`src/rtl/pe_tile_scheduler.sv`:
```
// ---------------------------------------------------------------------------
// pe_tile_scheduler
//
// Sequences one PE datapath controller through a tiled convolution pass.
// A job is configured with four nested loop bounds (channel, filter row,
// output map, output width) and a tile count. For every tile the block pulses
// the PE start bit, then paces the input and weight streams (one step per
// cycle in which both are available), then holds the PE stalled while the
// tile's psums are drained downstream. After the last tile it pulses o_done.
//
// Ports:
//   i_clk, i_rst        clock, asynchronous active-high reset
//   i_cfg_rdy/o_cfg_ack config handshake; i_cfg_* fields latched on transfer
//   i_in_rdy/o_in_ack   input stream beat handshake
//   i_w_rdy/o_w_ack     weight stream beat handshake (acked with input)
//   o_pe_start/stall/reset  PE instruction bits (reset: 1 = run, 0 = idle)
//   o_psum_rdy/i_psum_ack   tile psum drain handshake
//   i_abort             abandon the current job (ignored when idle)
//   o_busy              any state other than IDLE
//   o_tile_idx          index of the tile currently in flight
//   o_done              one-cycle pulse after the last tile drains
// ---------------------------------------------------------------------------
module pe_tile_scheduler #(
  parameter int PCH_DW   = 6,
  parameter int R_DW     = 6,
  parameter int PM_DW    = 6,
  parameter int TW_DW    = 8,
  parameter int NTILE_DW = 8
) (
  input  logic                i_clk,
  input  logic                i_rst,
  input  logic                i_cfg_rdy,
  output logic                o_cfg_ack,
  input  logic [PCH_DW-1:0]   i_cfg_pch,
  input  logic [R_DW-1:0]     i_cfg_r,
  input  logic [PM_DW-1:0]    i_cfg_pm,
  input  logic [TW_DW-1:0]    i_cfg_tw,
  input  logic [NTILE_DW-1:0] i_cfg_ntile,
  input  logic                i_in_rdy,
  output logic                o_in_ack,
  input  logic                i_w_rdy,
  output logic                o_w_ack,
  output logic                o_pe_start,
  output logic                o_pe_stall,
  output logic                o_pe_reset,
  output logic                o_psum_rdy,
  input  logic                i_psum_ack,
  input  logic                i_abort,
  output logic                o_busy,
  output logic [NTILE_DW-1:0] o_tile_idx,
  output logic                o_done
);

  typedef enum logic [2:0] {
    S_IDLE,
    S_START,
    S_RUN,
    S_DRAIN,
    S_ABORT
  } state_t;

  state_t state_q, state_d;

  // Latched loop bounds (never zero once latched)
  logic [PCH_DW-1:0]   pch_q, pch_d;
  logic [R_DW-1:0]     r_q, r_d;
  logic [PM_DW-1:0]    pm_q, pm_d;
  logic [TW_DW-1:0]    tw_q, tw_d;
  logic [NTILE_DW-1:0] ntile_q, ntile_d;

  // Loop counters
  logic [PCH_DW-1:0]   ch_cnt_q, ch_cnt_d;
  logic [R_DW-1:0]     r_cnt_q, r_cnt_d;
  logic [PM_DW-1:0]    m_cnt_q, m_cnt_d;
  logic [TW_DW-1:0]    tw_cnt_q, tw_cnt_d;
  logic [NTILE_DW-1:0] tile_q, tile_d;
  logic                done_q, done_d;

  // Combinational output decodes before reset gating
  logic cfg_ack_c, in_ack_c, pe_start_c, pe_stall_c, pe_reset_c, psum_rdy_c;
  logic busy_c;

  logic step;
  logic ch_last, r_last, m_last, tw_last, tile_last;

  assign step      = i_in_rdy && i_w_rdy;
  assign ch_last   = (ch_cnt_q == pch_q - 1'b1);
  assign r_last    = (r_cnt_q == r_q - 1'b1);
  assign m_last    = (m_cnt_q == pm_q - 1'b1);
  assign tw_last   = (tw_cnt_q == tw_q - 1'b1);
  assign tile_last = (tile_q == ntile_q - 1'b1);

  always_ff @(posedge i_clk or posedge i_rst) begin
    if (i_rst) begin
      state_q  <= S_IDLE;
      pch_q    <= '0;
      r_q      <= '0;
      pm_q     <= '0;
      tw_q     <= '0;
      ntile_q  <= '0;
      ch_cnt_q <= '0;
      r_cnt_q  <= '0;
      m_cnt_q  <= '0;
      tw_cnt_q <= '0;
      tile_q   <= '0;
      done_q   <= 1'b0;
    end else begin
      state_q  <= state_d;
      pch_q    <= pch_d;
      r_q      <= r_d;
      pm_q     <= pm_d;
      tw_q     <= tw_d;
      ntile_q  <= ntile_d;
      ch_cnt_q <= ch_cnt_d;
      r_cnt_q  <= r_cnt_d;
      m_cnt_q  <= m_cnt_d;
      tw_cnt_q <= tw_cnt_d;
      tile_q   <= tile_d;
      done_q   <= done_d;
    end
  end

  always_comb begin
    state_d    = state_q;
    pch_d      = pch_q;
    r_d        = r_q;
    pm_d       = pm_q;
    tw_d       = tw_q;
    ntile_d    = ntile_q;
    ch_cnt_d   = ch_cnt_q;
    r_cnt_d    = r_cnt_q;
    m_cnt_d    = m_cnt_q;
    tw_cnt_d   = tw_cnt_q;
    tile_d     = tile_q;
    done_d     = 1'b0;
    cfg_ack_c  = 1'b0;
    in_ack_c   = 1'b0;
    pe_start_c = 1'b0;
    pe_stall_c = 1'b0;
    pe_reset_c = 1'b0;
    psum_rdy_c = 1'b0;
    busy_c     = (state_q != S_IDLE);

    case (state_q)
      S_IDLE: begin
        cfg_ack_c = 1'b1;
        if (i_cfg_rdy) begin
          // A zero bound would make the loop degenerate; run it once instead
          pch_d   = (i_cfg_pch   == '0) ? PCH_DW'(1)   : i_cfg_pch;
          r_d     = (i_cfg_r     == '0) ? R_DW'(1)     : i_cfg_r;
          pm_d    = (i_cfg_pm    == '0) ? PM_DW'(1)    : i_cfg_pm;
          tw_d    = (i_cfg_tw    == '0) ? TW_DW'(1)    : i_cfg_tw;
          ntile_d = (i_cfg_ntile == '0) ? NTILE_DW'(1) : i_cfg_ntile;
          state_d = S_START;
        end
      end

      S_START: begin
        pe_start_c = 1'b1;
        pe_reset_c = 1'b1;
        state_d    = i_abort ? S_ABORT : S_RUN;
      end

      S_RUN: begin
        pe_reset_c = 1'b1;
        pe_stall_c = !step;
        if (i_abort) begin
          state_d = S_ABORT;
        end else if (step) begin
          in_ack_c = 1'b1;
          // Ripple-carry through ch -> r -> m -> tw
          if (ch_last) begin
            ch_cnt_d = '0;
            if (r_last) begin
              r_cnt_d = '0;
              if (m_last) begin
                m_cnt_d = '0;
                if (tw_last) begin
                  tw_cnt_d = '0;
                  state_d  = S_DRAIN;
                end else begin
                  tw_cnt_d = tw_cnt_q + 1'b1;
                end
              end else begin
                m_cnt_d = m_cnt_q + 1'b1;
              end
            end else begin
              r_cnt_d = r_cnt_q + 1'b1;
            end
          end else begin
            ch_cnt_d = ch_cnt_q + 1'b1;
          end
        end
      end

      S_DRAIN: begin
        pe_reset_c = 1'b1;
        pe_stall_c = 1'b1;
        if (i_abort) begin
          state_d = S_ABORT;
        end else begin
          psum_rdy_c = 1'b1;
          if (i_psum_ack) begin
            if (tile_last) begin
              done_d  = 1'b1;
              tile_d  = '0;
              state_d = S_IDLE;
            end else begin
              tile_d  = tile_q + 1'b1;
              state_d = S_START;
            end
          end
        end
      end

      S_ABORT: begin
        ch_cnt_d = '0;
        r_cnt_d  = '0;
        m_cnt_d  = '0;
        tw_cnt_d = '0;
        tile_d   = '0;
        state_d  = S_IDLE;
      end

      default: begin
        state_d = S_IDLE;
      end
    endcase
  end

  // Decoded outputs are masked by reset so they drop the instant it asserts,
  // not only once the state register has been cleared.
  assign o_cfg_ack  = cfg_ack_c  && !i_rst;
  assign o_in_ack   = in_ack_c   && !i_rst;
  assign o_w_ack    = in_ack_c   && !i_rst;
  assign o_pe_start = pe_start_c && !i_rst;
  assign o_pe_stall = pe_stall_c && !i_rst;
  assign o_pe_reset = pe_reset_c && !i_rst;
  assign o_psum_rdy = psum_rdy_c && !i_rst;
  assign o_busy     = busy_c     && !i_rst;
  assign o_tile_idx = tile_q;
  assign o_done     = done_q;

endmodule

```
`config.mk`:
```
export PLATFORM = sky130hd
export DESIGN_NAME = pe_tile_scheduler
export DESIGN_NICKNAME = d
export VERILOG_FILES = /design/src/rtl/pe_tile_scheduler.sv
export SDC_FILE = /design/constraint.sdc
export NUM_CORES = 1
export LEC_CHECK = 0
export ABC_AREA = 1
export BUFFER_PORTS_ARGS = -buffer_cell sky130_fd_sc_hd__buf_2
export CAP_MARGIN = 20
export CORE_MARGIN = 4
export CORE_UTILIZATION = 30
export DETAILED_ROUTE_END_ITERATION = 10
export HOLD_SLACK_MARGIN = 0.02
export SETUP_SLACK_MARGIN = 0.05
export SYNTH_ARGS = -nofsm -noshare
export SYNTH_HDL_FRONTEND = slang
export SYNTH_SLANG_ARGS = --single-unit
```
`constraint.sdc`:
```
create_clock -name i_clk -period 3.95 [get_ports i_clk]
set_input_delay 0.79 -clock i_clk [delete_from_list [all_inputs] [get_ports i_clk]]
set_output_delay 0.79 -clock i_clk [all_outputs]
set_load 0.05 [all_outputs]
```
==> results.yml <==
layout:
  nNetsFinal: 770
  most-common-layout-cells: "sky130_fd_sc_hd__nand2_1, sky130_fd_sc_hd__inv_1, sky130_fd_sc_hd__dfrtp_1, sky130_fd_sc_hd__nor2_1, sky130_fd_sc_hd__buf_2"
  syn2layout_area_growth_pct: 16.7
  final-seq-area_um2: 1800
  drive_above_1_share_pct: 16.7
  fin_cells: 935
  antenna_cell_count: 0
  area_of_the_multi_input_gates_um2: 2520
  post-route-util_pct: 36.1
  layout_commonest_cell: "sky130_fd_sc_hd__nand2_1"
  fillerInstances: 1656
sta:
  hold_violations: 0
  maxSlewHeadroom_pct: 69.4
  final.period_utilization_pct: 65.9
  transition_time_at_the_pin_with_the_least_slew_margin_ns: 0.458
  setup_total_negative_slack_ns: 0
  final-setup-viol-count: 0
  period_needed_ns: 2.60
  finalMaxSlewViolations: 0
  setup_repair_after_global_routing_missed_its_margin: "false"
  worst_clock_skew_ns: 0.00804
  fmax_mhz: 384
  final_critical_path_setup_slack_ns: 1.35
min_path:
  whs_path_depth: 1
  sink_of_the_worst_hold_path: "state_q[2]$_DFFE_PP0P_"
  hold_class: "reg2reg"
  hp-start: "state_q[2]$_DFFE_PP0P_"
yosys:
  synth.cell_area_um2: 4750
  yosys.cell_types.count: 37
  yosys_warnings: 0
  seq_area_frac_synth_pct: 37.9
  synth-seq-cells: 72
  mappedNetlistNets: 713
  netlist_instances: 662
  syn_area_per_cell_um2: 7.18
placed_design:
  numPlacedInstances: 919
  io_buffers: 57
  place_congestion: 0.817
  post-place-ws_ns: 1.59
  place.detailed.hpwl_um: 8130
clocking:
  cts_made_buffers: 9
  tritoncts: "yes"
  cts_htree_levels: 3
  postCtsSetupRepairBufs: 0
  tritoncts_num_sinks: 72
  cts_repair_resize_count: 0
  worstSkewPairLatency_ns: 0.34
  clock_tree.root_cell: "sky130_fd_sc_hd__clkbuf_16"
  cts_hold_repair.buffers: 0
  cts.reportedPaths.clkPinSlew_ns: 0.06
  cts_buffer_depth: 2
die:
  row_count: 45
  die_w_um: 134
  core_box_area_um2: 15400
  die_y_um: 134
  dieArea_um2: 17900
  start_util_pct: 30.9
  io_pins: 58
critical_path:
  worst_r2r_path_depth: 13
  worst-endpoint-required_ns: 3.16
  timing.rr.start: "r_q[0]$_DFFE_PP0P_"
  critical_path.startpoint_type: "flop"
  worst_setup_path_end_kind: "output pin"
  worst-setup-path-type: "reg2out"
  crit-reg2reg-capture: "tw_cnt_q[1]$_DFFE_PP0P_"
  r2r_slack_ns: 1.75
  arrival_ns: 1.81
  path_max_fanout: 7
power:
  fin_total_pwr_w: 0.00404
  power.density_cell_area_nw_per_um2: 729
  vdd_ir_drop_max_mv: 0.392
  power.static_leakage_nw: 2.81
global_route:
  vias_in_the_first_global_route: 4138
  grt_start_max_net_pins: 41
  grt.overflow.total: 0
  track_usage_pct: 12.9
  grt_first_pass_wirelength_um: 19200
  antenna_found_initial: 0
detailed_routing:
  vias: 4221
  first_pass_iters: 4
  drc_markers: 0
  drt_iter0_drc: 175
  detail_route.vias_per_cell: 4.51
  route.detailed.wl_per_inst_um: 11.4
  drt-total-wl_um: 10600
  drt.antenna.violating_nets: 0
flow_run:
  max-cap-violations: 0
status:
  outcome: "complete, no violations"
==> synth_stat cells <==
master,instances,share of area [%]
sky130_fd_sc_hd__nand2_1,177,14
sky130_fd_sc_hd__nor2_2,6,0.79
sky130_fd_sc_hd__xnor2_1,15,2.8
sky130_fd_sc_hd__nand3_2,2,0.42
sky130_fd_sc_hd__a211oi_1,3,0.47
sky130_fd_sc_hd__nor3b_1,2,0.32
sky130_fd_sc_hd__o21ai_0,28,2.9
sky130_fd_sc_hd__dfrtp_1,72,38
sky130_fd_sc_hd__nand4_1,13,1.7
sky130_fd_sc_hd__nand3_1,48,5.1
sky130_fd_sc_hd__buf_2,4,0.42
sky130_fd_sc_hd__a32o_1,1,0.21
sky130_fd_sc_hd__nor3_2,2,0.42
sky130_fd_sc_hd__nand3b_1,2,0.32
sky130_fd_sc_hd__o21ai_1,1,0.11
sky130_fd_sc_hd__buf_6,1,0.24
sky130_fd_sc_hd__nor4_1,5,0.66
sky130_fd_sc_hd__nor2_1,66,5.2
sky130_fd_sc_hd__inv_1,83,6.6
sky130_fd_sc_hd__nor2_4,6,1.4
sky130_fd_sc_hd__nor3_1,19,2.0
sky130_fd_sc_hd__nand2_2,9,1.2
sky130_fd_sc_hd__inv_2,10,0.79
sky130_fd_sc_hd__o22ai_1,6,0.79
sky130_fd_sc_hd__o22ai_2,1,0.26
sky130_fd_sc_hd__nand2b_1,1,0.13
sky130_fd_sc_hd__o21bai_1,1,0.16
sky130_fd_sc_hd__or2_2,2,0.26
sky130_fd_sc_hd__ha_1,10,2.6
sky130_fd_sc_hd__mux2_2,5,1.2
sky130_fd_sc_hd__clkinv_2,1,0.11
sky130_fd_sc_hd__o22a_1,1,0.18
sky130_fd_sc_hd__buf_1,1,0.079
sky130_fd_sc_hd__clkbuf_1,6,0.47
sky130_fd_sc_hd__xor2_1,28,5.2
sky130_fd_sc_hd__a21oi_1,22,2.3
sky130_fd_sc_hd__buf_4,2,0.32
==> registers in the layout, indices dropped and copies added, names as in the netlist <==
| register | flops |
|---|---|
| m_cnt_q | 6 |
| pm_q | 6 |
| tw_cnt_q | 8 |
| o_done | 1 |
| ntile_q | 8 |
| r_q | 6 |
| ch_cnt_q | 6 |
| o_tile_idx | 8 |
| pch_q | 6 |
| tw_q | 8 |
| state_q | 3 |
| r_cnt_q | 6 |
==> worst max-delay path by stage <==
| stage | from | endpoint | slack (ns) | cells past startpoint |
|---|---|---|---|---|
| 2_1_floorplan | i_rst | o_pe_reset | 1.11 | 2 |
| 3_3_place_gp | i_in_rdy | o_pe_stall | 1.62 | 7 |
| 3_5_place_dp | i_abort | o_in_ack | 1.59 | 5 |
| 6_report | state_q[2]$_DFFE_PP0P_ | o_w_ack | 1.35 | 8 |
| 4_1_cts | state_q[2]$_DFFE_PP0P_ | o_in_ack | 1.32 | 8 |
| 5_1_grt | state_q[2]$_DFFE_PP0P_ | o_in_ack | 1.20 | 8 |
==> worst max-delay path, cell delays in order (launching register included) <==
cell and delay, ns:
sky130_fd_sc_hd__dfrtp_1 0.42, sky130_fd_sc_hd__inv_2 0.13, sky130_fd_sc_hd__nand2_2 0.08, sky130_fd_sc_hd__nor2_4 0.18, sky130_fd_sc_hd__inv_2 0.08, sky130_fd_sc_hd__nor2_4 0.12
sky130_fd_sc_hd__nand2_2 0.08, sky130_fd_sc_hd__nor2_1 0.11, sky130_fd_sc_hd__buf_2 0.27
==> power breakdown <==
part | total, W | switching [W] | internal [W]
Combinational | 0.00191 | 0.00122 | 0.000690
Clock | 0.000787 | 0.000336 | 0.000451
Sequential | 0.00135 | 0.000330 | 0.00102
Total | 0.00404 | 0.00188 | 0.00216
==> through the flow <==
stage / cell area [µm²] / hold slack [ns]
detailed placement: 5250 / 0.502
global route: 5540 / 0.531
finish: 5540 / 0.508
CTS: 5540 / 0.511
global placement: 5250 / 0.497
floorplan: 4750 / 0.471
==> layer usage <==
layer	track usage (%)	share of wire [%]	up-vias
met1	17.4	49	1932
met4	2.29	0.65	0
met2	20.9	46	64
met3	3.64	3.8	4
met5	0	0	-
li1	-	-	2221
==> final cells by class <==
type                            count  share of cell area (%)
Timing Repair Buffer               60                    5.55
Tap cell                          211                    4.76
Multi-Input combinational cell    482                    45.5
Inverter                           94                    6.39
Clock inverter                      6                   0.971
Clock buffer                       10                    4.31
Sequential cell                    72                    32.5
==> cell families after synthesis <==
| family | count (synthesis) | share of synthesized area [%] |
|---|---|---|
| XOR/XNOR | 43 | 7.93 |
| buffers and inverters | 108 | 8.98 |
| AO/OA/AOI/OAI | 64 | 7.45 |
| multiplexers | 5 | 1.19 |
| AND/OR/NAND/NOR | 360 | 33.9 |
| adder cells (fa/ha/maj) | 10 | 2.63 |
| flip-flops | 72 | 37.9 |
No activity file was read; power rests on OpenSTA's default activity.
